[config.mk]
export PLATFORM = sky130hd
export DESIGN_NAME = imem_fetch_responder
export DESIGN_NICKNAME = d
export VERILOG_FILES = /design/src/rtl/imem_pkg.sv /design/src/rtl/imem_fetch_responder_array.sv /design/src/rtl/imem_fetch_responder.sv
export SDC_FILE = /design/constraint.sdc
export NUM_CORES = 2
export LEC_CHECK = 0
export BUFFER_PORTS_ARGS = -buffer_cell sky130_fd_sc_hd__buf_2
export CELL_PAD_IN_SITES_DETAIL_PLACEMENT = 2
export CELL_PAD_IN_SITES_GLOBAL_PLACEMENT = 2
export CORE_MARGIN = 3
export CORE_UTILIZATION = 51
export CTS_BUF_LIST = sky130_fd_sc_hd__clkbuf_4 sky130_fd_sc_hd__clkbuf_8 sky130_fd_sc_hd__clkbuf_16
export DETAILED_ROUTE_END_ITERATION = 6
export PLACE_DENSITY = 0.82
export SLEW_MARGIN = 10
export SYNTH_ARGS = -nofsm -noshare
export SYNTH_HDL_FRONTEND = slang
export SYNTH_SLANG_ARGS = --single-unit
[constraint.sdc]
create_clock -name clk -period 3.2 [get_ports clk]
set_clock_uncertainty 0.15 [all_clocks]
set_input_delay 0.64 -clock clk [delete_from_list [all_inputs] [get_ports clk]]
set_output_delay 0.64 -clock clk [all_outputs]
set_load 0.01 [all_outputs]
[src/rtl/imem_pkg.sv]
// Shared types and constants for the instruction-memory fetch responder:
// FSM state encoding, latency counter width and the zero/NOP data word.
package imem_pkg;

   typedef enum logic [1:0] {
      IDLE = 2'd0,
      WAIT = 2'd1,
      RESP = 2'd2
   } state_e;

   localparam int unsigned CNT_W    = 4;
   localparam logic [15:0] NOP_WORD = 16'h0000;

   // Word index for a power-of-two depth; the modulo reduces to dropping upper bits.
   function automatic logic [31:0] wrap_index(input logic [31:0] addr, input logic [31:0] depth);
      return addr % depth;
   endfunction

endpackage

[src/rtl/imem_fetch_responder_array.sv]
// DEPTH x DATA_W instruction storage: one synchronous write port and one
// combinational read port. The parent captures the read word, which gives read-before-write ordering.
module imem_array #(
   parameter int unsigned DATA_W = 16,
   parameter int unsigned DEPTH  = 256,
   parameter int unsigned IDX_W  = 8
) (
   input  logic              clk,
   input  logic              wr_en,
   input  logic [IDX_W-1:0]  wr_idx,
   input  logic [DATA_W-1:0] wr_data,
   input  logic [IDX_W-1:0]  rd_idx,
   output logic [DATA_W-1:0] rd_data
);

   logic [DATA_W-1:0] mem_q [DEPTH];

   always_ff @(posedge clk) begin
      if (wr_en) begin
         mem_q[wr_idx] <= wr_data;
      end
   end

   assign rd_data = mem_q[rd_idx];

endmodule

[src/rtl/imem_fetch_responder.sv]
// Instruction-memory end of the fetch interface: request handshake, fixed-latency
// response handshake and a loader write port. Define IMEM_BOUNDS_CHECK_EN for resp_err and range checks.
module imem_fetch_responder
   import imem_pkg::*;
#(
   parameter int unsigned DATA_W  = 16,
   parameter int unsigned ADDR_W  = 16,
   parameter int unsigned DEPTH   = 256,
   parameter int unsigned LATENCY = 2
) (
   input  logic              clk,
   input  logic              rst,
   input  logic              req_valid,
   output logic              req_ready,
   input  logic [ADDR_W-1:0] req_addr,
   output logic              resp_valid,
   input  logic              resp_ready,
   output logic [DATA_W-1:0] resp_data,
   input  logic              wr_en,
   input  logic [ADDR_W-1:0] wr_addr,
   input  logic [DATA_W-1:0] wr_data,
   output logic              busy
`ifdef IMEM_BOUNDS_CHECK_EN
   ,
   output logic              resp_err
`endif
);

   localparam int unsigned IDX_W = $clog2(DEPTH);

   state_e            state_q;
   logic [CNT_W-1:0]  cnt_q;
   logic [DATA_W-1:0] data_q;
   logic [DATA_W-1:0] data_d;
   logic [DATA_W-1:0] rd_word;
   logic [IDX_W-1:0]  rd_idx;
   logic [IDX_W-1:0]  wr_idx;
   logic              wr_we;

   assign rd_idx = IDX_W'(wrap_index(32'(req_addr), 32'(DEPTH)));
   assign wr_idx = IDX_W'(wrap_index(32'(wr_addr), 32'(DEPTH)));

`ifdef IMEM_BOUNDS_CHECK_EN
   logic req_oob;
   logic wr_oob;
   logic err_q;
   logic err_d;

   assign req_oob  = 32'(req_addr) >= 32'(DEPTH);
   assign wr_oob   = 32'(wr_addr) >= 32'(DEPTH);
   assign wr_we    = wr_en && !wr_oob;
   assign data_d   = req_oob ? DATA_W'(NOP_WORD) : rd_word;
   assign err_d    = req_oob;
   assign resp_err = err_q;

   always_ff @(posedge clk) begin
      if (rst) begin
         err_q <= 1'b0;
      end else if (state_q == IDLE && req_valid) begin
         err_q <= err_d;
      end
   end
`else
   assign wr_we  = wr_en;
   assign data_d = rd_word;
`endif

   imem_array #(
      .DATA_W (DATA_W),
      .DEPTH  (DEPTH),
      .IDX_W  (IDX_W)
   ) u_array (
      .clk     (clk),
      .wr_en   (wr_we),
      .wr_idx  (wr_idx),
      .wr_data (wr_data),
      .rd_idx  (rd_idx),
      .rd_data (rd_word)
   );

   // The word is captured on the accept edge, so a same-edge or later write cannot disturb it.
   always_ff @(posedge clk) begin
      if (rst) begin
         state_q <= IDLE;
         cnt_q   <= '0;
         data_q  <= DATA_W'(NOP_WORD);
      end else begin
         case (state_q)
            IDLE: begin
               if (req_valid) begin
                  data_q <= data_d;
                  if (LATENCY == 1) begin
                     state_q <= RESP;
                  end else begin
                     cnt_q   <= CNT_W'(LATENCY - 1);
                     state_q <= WAIT;
                  end
               end
            end
            WAIT: begin
               if (cnt_q == CNT_W'(1)) begin
                  state_q <= RESP;
               end else begin
                  cnt_q <= cnt_q - CNT_W'(1);
               end
            end
            RESP: begin
               if (resp_ready) begin
                  state_q <= IDLE;
               end
            end
            default: state_q <= IDLE;
         endcase
      end
   end

   assign req_ready  = (state_q == IDLE);
   assign resp_valid = (state_q == RESP);
   assign busy       = (state_q != IDLE);
   assign resp_data  = data_q;

endmodule

==> results by group, run 1 <==
Synth
  – Cell taking the most area after synthesis: edfxtp_1
  – Synth Flop Type: edfxtp_1
  – Mean post-synth cell area: 20.8 um2
  – Top-count cell post-synth: edfxtp_1
  – Syn Inst Count: 7,663
  – Most frequent cells after synthesis: 4,096 x edfxtp_1, 724 x mux4_2, 659 x mux2i_1
  – Synth area leaders: edfxtp_1 77%, mux4_2 10%, mux2i_1 4.1%
  – Synth unique cells: 66
  – Post-synth EDFFs: 4,096
  – Ys Warns: 0
  – Mapped Area: 159,000 um2
  – Synth Net Count: 7,718
  – Sequential element share of the synthesized area: 77.6%
  – FFs w/ async S/R, synth: 0%
  – Post-synthesis register bit count: 4,118
  – Area share of the largest cell type after synthesis: 77.3%

Die
  – Die height: 565 um
  – Initial Util: 51.4%
  – Chip width: 565 um
  – # rows: 204
  – Num ports: 72

Placement
  – HPWL reported at the end of detailed placement: 504,000 um
  – Buffers added on ports: 55
  – Gpl congestion: 0.909

Outcome
  – Fail Step: detailed placement
  – Outcome: aborted with a tool error
  – Err: [ERROR DPL-0033] detailed placement checks failed during check placement.
-- kinds of logic after synthesis --
group / synth area share (%)
mux: 14.5
flops: 77.6
fa+ha+maj: 0.0157
simple gates: 2.18
buf+inv: 1.97
xor+xnor: 0.0110
compound gates: 3.77
-- per-stage QoR --
stage	setup WS (ps)	hold slack [ps]
global placement	-1360	329
floorplan	245	349
==> inputs of run 2 (changes only) <==
==> config.mk (replaced) <==
export PLATFORM = sky130hd
export DESIGN_NAME = imem_fetch_responder
export DESIGN_NICKNAME = d
export VERILOG_FILES = /design/src/rtl/imem_pkg.sv /design/src/rtl/imem_fetch_responder_array.sv /design/src/rtl/imem_fetch_responder.sv
export SDC_FILE = /design/constraint.sdc
export NUM_CORES = 2
export LEC_CHECK = 0
export BUFFER_PORTS_ARGS = -buffer_cell sky130_fd_sc_hd__buf_2
export CORE_MARGIN = 3
export CORE_UTILIZATION = 40
export DETAILED_ROUTE_END_ITERATION = 6
export PLACE_DENSITY_LB_ADDON = 0.15
export SLEW_MARGIN = 10
export SYNTH_ARGS = -nofsm -noshare
export SYNTH_HDL_FRONTEND = slang
export SYNTH_SLANG_ARGS = --single-unit
==> run 2 against run 1 <==
The flow now finishes, with violations (negative setup slack). Synthesized cell count stayed put. Synthesized area did not move.
==> results by group, run 2 <==
Synth
  – Syn Inst Count: 7,663 (unchanged)
  – Synth Area in Simple Gates: 2.18% (unchanged)
  – Post-synthesis compound-gate area fraction: 3.77% (unchanged)
  – Cell taking the most area after synthesis: edfxtp_1
  – Synth Net Count: 7,718 (unchanged)
  – Sequential element share of the synthesized area: 77.6% (unchanged)
  – Post-synthesis register bit count: 4,118 (unchanged)
  – Top-count cell post-synth: edfxtp_1
  – Synth Flop Type: edfxtp_1
  – Largest family of logic cells by synthesized area: multiplexers
  – Multiplexer share of the synthesized area: 14.5% (unchanged)
  – Area share of the largest cell type after synthesis: 77.3% (unchanged)
  – Synth Area in XOR/XNOR: 0.0110% (unchanged)
  – Synth unique cells: 66 (unchanged)
  – Synth area leaders: edfxtp_1 77%, mux4_2 10%, mux2i_1 4.1%
  – Post-synthesis adder-cell area fraction: 0.0157% (unchanged)
  – Mean post-synth cell area: 20.8 um2 (unchanged)
  – Post-synth EDFFs: 4,096 (unchanged)
  – Ys Warns: 0 (unchanged)
  – Most frequent cells after synthesis: 4,096 x edfxtp_1, 724 x mux4_2, 659 x mux2i_1
  – FFs w/ async S/R, synth: 0% (unchanged)
  – Mapped Area: 159,000 um2 (unchanged)

Pwr
  – Pwr dens: 608 nW/um2
  – VDD IR-drop max: 0.000498 V
  – Pleak: 0.0627 uW

Detailed routing
  – Routed WL per cell: 32.6 um
  – Via density: 5.72
  – Vias: 83,600
  – ANT nets after route: 0
  – Total routed wirelength: 477,000 um
  – First-pass DRT Iterations: 5
  – Residual DRC: 0
  – Starting DRC count in detailed routing: 9,334

Critical path
  – Critical Path Start Type: primary input
  – Critical Path AT: 3950 ps
  – R2R Setup Slk: 40 ps
  – RR Endpoint: resp_data[3]
  – Crit-path leading delay family: buffers and inverters
  – Crit end category: register
  – Crit Path Max Fanout: 20
  – Slowest CP cell: a2111oi_1
  – Crit path buf inv count: 6
  – Reg2reg path depth: 10
  – Most frequent cell on the critical path: buf_4
  – WP depth: 12
  – Crit path cell chain: clkbuf_8, buf_4, buf_4, nor2b_1, buf_4, a211o_1, a21oi_1, buf_4, a2111oi_1, buf_4, nand3_1, o211ai_1
  – Reg-to-Reg Start: state_q[1]
  – CP peak stage delay: 670 ps
  – Critical path class: in2reg
  – CP required: 3930 ps

Placement
  – HPWL reported at the end of detailed placement: 308,000 um (-39%)
  – Buffers added on ports: 55 (unchanged)
  – Gpl congestion: 0.852 (-6.2%)
  – Placed Area: 176,000 um2
  – Pre-CTS setup slack: -1160 ps

GRT
  – Number of global-route vias before repair: 84,400
  – First-pass GRT wire length: 666,000 um
  – Total Routing Usage GR: 23.2%
  – Largest net degree at the start of global routing: 104
  – Initial antenna violation count: 38
  – Gr ovfl total: 0

Timing
  – Highest clock rate: 0.310 GHz
  – Slew at the pin with the worst max-slew slack: 1240 ps
  – Final setup margin: -22.2 ps
  – Final number of setup-violating endpoints: 1
  – Min cycle time layout: 3220 ps
  – Max_slew headroom: 17.0%
  – Slew Limit Fails: 0
  – Period utilization: 101%
  – Final hold viol count: 0
  – Hold_ws: 46.9 ps
  – RSZ-0062 raised after global routing: no

Outcome
  – Outcome: finished, violations left
  – Failing checks: negative setup slack

Die
  – Die height: 637 um (+13%)
  – Core area: 394,000 um2
  – Initial Util: 40.4% (-11 points)
  – Num ports: 72 (unchanged)
  – # rows: 230 (+13%)
  – Chip width: 637 um (+13%)
  – Die area: 405,000 um2

Finish
  – # nets final: 9,066
  – Share of cells above drive strength 1: 30.7%
  – Most frequent cells in the layout: 4,096 x edfxtp_1, 1,074 x buf_4, 724 x mux4_2
  – Post-route design area: 190,000 um2
  – Most common cell after layout, fill and taps aside: edfxtp_1
  – Post-layout util: 48.3%
  – Layout area overhead: 19.7%
  – Largest Register: u_array.mem_q
  – Max FFs per register: 4,096

Clocking
  – CTS clk-pin slew, worst paths: 60 ps
  – Clk buf depth: 4
  – Clk root buf: clkbuf_16
  – H-tree depth: 5
  – Clock Latency Late Sink: 1000 ps
  – CTS sink cnt: 4,118
  – TritonCTS Buffers: 433
  – Post-CTS Setup Repair Bufs: 0
  – CTS tree: yes

Worst hold path
  – Hold Path Depth: 1
  – Min-Delay Endpoint: u_array.mem_q[155][6]
  – Hold Startpoint: wr_data[6]
  – Worst min-delay path class: in2reg

Run
  – Max Cap Viol: 0
-- run 2: cell counts after synthesis --
Identical to the previous run, type by type.
-- run 2: worst max path at each step --
stage                start               endpoint  slack [ps]
2_1_floorplan   wr_addr[3]  u_array.mem_q[235][0]         240
3_3_place_gp   req_addr[0]          resp_data[12]       -1510
3_5_place_dp   req_addr[0]          resp_data[10]       -1160
4_1_cts         state_q[1]          resp_data[11]           5
5_1_grt        req_addr[2]          resp_data[15]           6
6_report       req_addr[2]          resp_data[15]         -20
-- run 2: kinds of logic (layout without fill, tap and decap cells) --
group | after synthesis | after routing
DFF | 4118 | 4118
muxes | 1394 | 1394
AOI/OAI and AO/OA | 870 | 870
and+or+nand+nor | 807 | 807
buffers and inverters | 470 | 2186
adders and majority gates | 2 | 2
xor gates and xnor gates | 2 | 2
other | 0 | 17
-- run 2: layout make-up --
cell class / count / area [um2]
Inverter: 9 / 41.3
Multi-Input combinational cell: 3075 / 33000
Clock buffer: 532 / 11400
Timing Repair Buffer: 1374 / 13300
Clock inverter: 271 / 2620
Antenna cell: 17 / 42.5
Fill cell: 32500 / 204000
Tap cell: 5220 / 6530
Sequential cell: 4118 / 123000
-- run 2: what timing repair did --
item / CTS / global route
hold buffers: 9 / 0
endpoints found under the setup margin: 9 / 2
pin swaps: 1 / 0
hold endpoints to repair: 171 / 0
gates resized for setup: 20 / 3
-- run 2: stage by stage --
step | TNS [ps] | total power, uW | instances
after CTS | 0 | 117000 | 14600
final | -22.2 | 116000 | 14600
after detailed placement | -14100 | 67300 | 13800
after floorplan | 0 | 63500 | 7663
after global routing | 0 | 119000 | 14600
after global placement | -15200 | 67300 | 13800
-- run 2: where the power goes --
| group | internal, uW | switching [uW] |
|---|---|---|
| logic | 2510 | 4110 |
| registers | 59400 | 114 |
| clock network | 28500 | 21100 |
| total | 90500 | 25400 |
-- run 2: worst register-to-register path, stage by stage, from the launching register on --
cell       delay, ps
dfxtp_1          350
or3b_1           440
buf_12           180
nor2_1           180
nand2_2          160
buf_6            220
buf_4            190
or3_1            420
a2111oi_4        340
nand3_4          250
o21ai_2          210
-- run 2: metal layers --
layer / vias to the layer above / routed length [um] / GRT usage (%)
met4: 4 / 14700 / 6.62
met1: 45300 / 203000 / 32.8
met3: 619 / 32300 / 3.72
met5: - / 22 / 0
met2: 2982 / 227000 / 37.1
li1: 34800 / - / -
Power figures use the tool's default switching activity.
